<file path="src/rtl/fifo_ctrl_pkg.sv">
// Shared constants and op encodings for the FIFO pointer/flag controller.
// Optional sticky error flags are enabled with the FIFO_CTRL_ERR_FLAGS_EN macro.
package fifo_ctrl_pkg;

  localparam int N_DEFAULT = 3;
  localparam int DEPTH     = 2 ** N_DEFAULT;

  // Encoded as {wr_ok, rd_ok}
  typedef enum logic [1:0] {
    OP_NONE = 2'b00,
    OP_RD   = 2'b01,
    OP_WR   = 2'b10,
    OP_BOTH = 2'b11
  } op_e;

endpackage

</file>
<file path="src/rtl/fifo_ctrl_ptr.sv">
// Modulo-2**N pointer register used for both the write and read side of the FIFO.
module fifo_ptr #(
  parameter int N = 3
) (
  input  logic         clk,
  input  logic         reset,
  input  logic         inc,
  output logic [N-1:0] ptr,
  output logic [N-1:0] ptr_next
);

  logic [N-1:0] r_ptr;

  // Natural N-bit overflow gives the wrap from 2**N-1 back to 0
  assign ptr_next = r_ptr + N'(1);
  assign ptr      = r_ptr;

  always_ff @(posedge clk or posedge reset) begin
    if (reset) begin
      r_ptr <= '0;
    end else if (inc) begin
      r_ptr <= ptr_next;
    end
  end

endmodule

</file>
<file path="src/rtl/fifo_ctrl.sv">
// Pointer and flag controller turning a register file into a circular FIFO.
// Define FIFO_CTRL_ERR_FLAGS_EN to add sticky overflow/underflow outputs.
module fifo_ctrl
  import fifo_ctrl_pkg::*;
#(
  parameter int N = N_DEFAULT
) (
  input  logic         clk,
  input  logic         reset,
  input  logic         wr,
  input  logic         rd,
  output logic         we,
  output logic [N-1:0] w_addr,
  output logic [N-1:0] r_addr,
  output logic         full,
  output logic         empty,
`ifdef FIFO_CTRL_ERR_FLAGS_EN
  output logic [N:0]   count,
  output logic         overflow,
  output logic         underflow
`else
  output logic [N:0]   count
`endif
);

  logic         w_wrOk;
  logic         w_rdOk;
  op_e          w_op;
  logic [N-1:0] w_wPtrNext;
  logic [N-1:0] w_rPtrNext;

  logic         r_full;
  logic         r_empty;
  logic [N:0]   r_count;

  logic         w_fullNext;
  logic         w_emptyNext;
  logic [N:0]   w_countNext;

  assign w_wrOk = wr & ~r_full;
  assign w_rdOk = rd & ~r_empty;
  assign w_op   = op_e'({w_wrOk, w_rdOk});

  fifo_ptr #(.N(N)) u_wPtr (
    .clk      (clk),
    .reset    (reset),
    .inc      (w_wrOk),
    .ptr      (w_addr),
    .ptr_next (w_wPtrNext)
  );

  fifo_ptr #(.N(N)) u_rPtr (
    .clk      (clk),
    .reset    (reset),
    .inc      (w_rdOk),
    .ptr      (r_addr),
    .ptr_next (w_rPtrNext)
  );

  // Flags are decided from pointer collision so full/empty are ready as registers
  always_comb begin
    w_fullNext  = r_full;
    w_emptyNext = r_empty;
    w_countNext = r_count;
    case (w_op)
      OP_WR: begin
        w_countNext = r_count + (N+1)'(1);
        w_emptyNext = 1'b0;
        w_fullNext  = (w_wPtrNext == r_addr);
      end
      OP_RD: begin
        w_countNext = r_count - (N+1)'(1);
        w_fullNext  = 1'b0;
        w_emptyNext = (w_rPtrNext == w_addr);
      end
      OP_BOTH, OP_NONE: begin
        w_countNext = r_count;
      end
      default: begin
        w_countNext = r_count;
      end
    endcase
  end

  always_ff @(posedge clk or posedge reset) begin
    if (reset) begin
      r_full  <= 1'b0;
      r_empty <= 1'b1;
      r_count <= '0;
    end else begin
      r_full  <= w_fullNext;
      r_empty <= w_emptyNext;
      r_count <= w_countNext;
    end
  end

  assign we    = w_wrOk;
  assign full  = r_full;
  assign empty = r_empty;
  assign count = r_count;

`ifdef FIFO_CTRL_ERR_FLAGS_EN
  logic r_overflow;
  logic r_underflow;

  // A write while empty is not an underflow since the write still lands
  always_ff @(posedge clk or posedge reset) begin
    if (reset) begin
      r_overflow  <= 1'b0;
      r_underflow <= 1'b0;
    end else begin
      r_overflow  <= r_overflow | (wr & r_full);
      r_underflow <= r_underflow | (rd & r_empty & ~wr);
    end
  end

  assign overflow  = r_overflow;
  assign underflow = r_underflow;
`endif

endmodule

</file>
<file path="config.mk">
export PLATFORM = sky130hd
export DESIGN_NAME = fifo_ctrl
export DESIGN_NICKNAME = d
export VERILOG_FILES = /design/src/rtl/fifo_ctrl_pkg.sv /design/src/rtl/fifo_ctrl_ptr.sv /design/src/rtl/fifo_ctrl.sv
export SDC_FILE = /design/constraint.sdc
export NUM_CORES = 1
export LEC_CHECK = 0
export CAP_MARGIN = 0
export CORE_MARGIN = 4
export CORE_UTILIZATION = 30
export DETAILED_ROUTE_END_ITERATION = 8
export GPL_TIMING_DRIVEN = 0
export PLACE_DENSITY_LB_ADDON = 0.25
export SLEW_MARGIN = 0
export SYNTH_ARGS = -nofsm -noshare
export SYNTH_HDL_FRONTEND = slang
export SYNTH_SLANG_ARGS = --single-unit
</file>
<file path="constraint.sdc">
create_clock -name clk -period 2.65 [get_ports clk]
set_input_delay 0.265 -clock clk [delete_from_list [all_inputs] [get_ports clk]]
set_output_delay 0.265 -clock clk [all_outputs]
set_load 0.01 [all_outputs]
</file>
==> flow_summary.yaml <==
status:
  outcome: "finished clean"
hold_path:
  hp-class: "in -> async"
setup_path:
  required_ns: 2.79
  r2r_cells: 5
  r2r-end: "count[3]"
  critPathLaunchType: "input pin"
  cp-end-kind: "flop"
  r2r-start: "empty"
  worstPathMaxFanout: 7
  r2r_slack_ns: 0.59
  critical_path_arrival_ns: 2.30
  crit_type: "in -> reg"
routing:
  ant_nets: 0
  wirelength_mm: 1.31
  drt_iter0_markers: 4
  routedWlPerCell_um: 11.7
  via_count: 519
  via_per_inst: 4.63
  drc: 0
  drt_first_pass_iters: 4
global_routing:
  grt_use_total: 0.0964
  grt_pass1_vias: 540
  grt_pass1_wl_mm: 2.42
  grt_overflow_total: 0
  grt_max_degree: 13
  antenna_found_initial: 0
placement:
  gp_congestion: 0.667
  dp_slack_ns: 0.187
  dpl_cell_area_sq_um: 892
  port_buffers: 16
  dp_hpwl_mm: 1.01
final_layout:
  drive_gt1_frac: 0.0833
  area_delta_synth_final_pct: 31.8
  diodes: 0
  regArea_sq_um: 302
  multi_input_area_sq_um: 377
  fin_util: 0.415
  final_common_cell: "clkdlybuf4s50_1"
  fill_cells: 233
  layout.nets: 94
  finish.instance_area_sq_um: 918
  final_cell_mix: "16 x clkdlybuf4s50_1, 11 x dfrtp_1, 8 x xnor2_1"
cts:
  cts_buffers: 3
  cts.repair.resized: 0
  cts_setup_buffers: 0
  cts_sinks: 12
  cts.htree.levels: 1
  cts_root_buffer: "clkbuf_4"
  hold_buffers: 0
  cts_tree: "yes"
  cts_buffer_depth: 2
  clock_latency_ns: 0.27
  cts.clk_slew.worst_paths_ns: 0.08
power_and_ir_drop:
  total_power_mw: 1.16
  powerDensity_nw_per_um2: 1270
  static-leakage-power_nw: 0.383
  ir_drop_mv: 0.653
floorplan:
  die_w_um: 56.2
  design.core.area_sq_um: 2210
  std_cell_rows: 17
  dieArea_sq_um: 3160
  ios: 17
  initial_core_util: 0.315
  die_height_um: 56.2
timing:
  final-setup-viol-count: 0
  worst_slack_ns: 0.494
  maxSlewHeadroom: 0.694
  finalCritPeriodShare: 0.814
  skew_ns: 0.00492
  max_freq_mhz: 464
  finalCriticalPeriod_ns: 2.16
  tns_ns: 0
  tightest_slew_ns: 0.459
  slew_violations: 0
  finalHoldViolCount: 0
  rsz0062_at_grt: "no"
synth:
  synth_ff_type: "dfrtp_1"
  ys_ff_latch: 12
  synth_area_leader_cell: "dfrtp_1"
  synthTopCellsByArea: "dfrtp_1 39%, xnor2_1 10%, ha_1 9.0%"
  async_flop_share: 1.00
  yosysSeqAreaShare: 0.433
  yosys.cell_types.count: 24
  syn_nets: 73
  syn_area_per_cell_sq_um: 10.9
  synth_cells: 64
  synth-edff-count: 0
  syn_area_sq_um: 697
  yosys_warnings: 0
  synth_top_area_share: 0.395
flow_run:
  maxCapViolations: 0
==> cell type report <==
type                       count  share of cell area
buffer                         1             0.00409
clock buffer                   4              0.0286
inverter                       4              0.0163
multi-input combinational     47               0.410
sequential                    12               0.328
tap                           28              0.0381
timing repair buffer          16               0.174
==> per-stage QoR <==
| step | hold slack (ns) | cells |
|---|---|---|
| finish | 0.296 | 112 |
| global placement | 0.491 | 108 |
| global route | 0.335 | 112 |
| detailed placement | 0.489 | 108 |
| floorplan | 0.129 | 64 |
| CTS | 0.316 | 112 |
==> worst max-delay path, stage by stage <==
cell and delay (ns):
clkdlybuf4s50_1 0.46, nor2b_1 0.31, ha_1 0.34, or3b_1 0.42
a2111oi_2 0.32, o221ai_1 0.18
==> layer usage <==
metal  up-vias  share of wire  GRT usage  routed length [um]
li1        262              -          -                   -
met1       238           0.48      0.131                 628
met2        14           0.45      0.140                 591
met3         5          0.037     0.0139                  49
met4         0          0.031     0.0610                  40
met5         -              0          0                   0
==> sequential cells by signal, summed over array words and instances, names as in the netlist <==
name        count
count           4
u_rPtr.ptr      3
u_wPtr.ptr      3
empty           1
full            1
==> how the worst max path moves through the flow <==
stage	start	end	slack [ns]	cells past startpoint
detailed placement	rd	count[3]	0.19	6
finish	rd	count[3]	0.49	6
global route	rd	count[3]	0.25	6
global placement	rd	count[3]	0.21	6
floorplan	full	count[3]	0.73	6
CTS	rd	count[3]	0.48	6
==> report_power, final <==
group          internal (mW)  total, mW  switching, mW
logic                  0.377      0.651          0.275
registers              0.278      0.393          0.115
clock network         0.0583      0.118         0.0598
total                  0.713       1.16          0.449
==> cell usage after synthesis (all sizes together) (2+ instances only) <==
library cell   n
dfrtp         11
xnor2          8
nand2          7
ha             5
xor2           5
inv            4
nor2           3
nor2b          3
mux2           2
o41ai          2
==> kinds of logic after synthesis <==
family	Yosys count	synth area share
AOI/OAI and AO/OA	8	0.102
xor gates and xnor gates	13	0.163
adders and majority gates	5	0.0898
buffers and inverters	5	0.0269
DFF	12	0.433
muxes	3	0.0467
and+or+nand+nor	18	0.138
(Power assumes the default switching activity.)
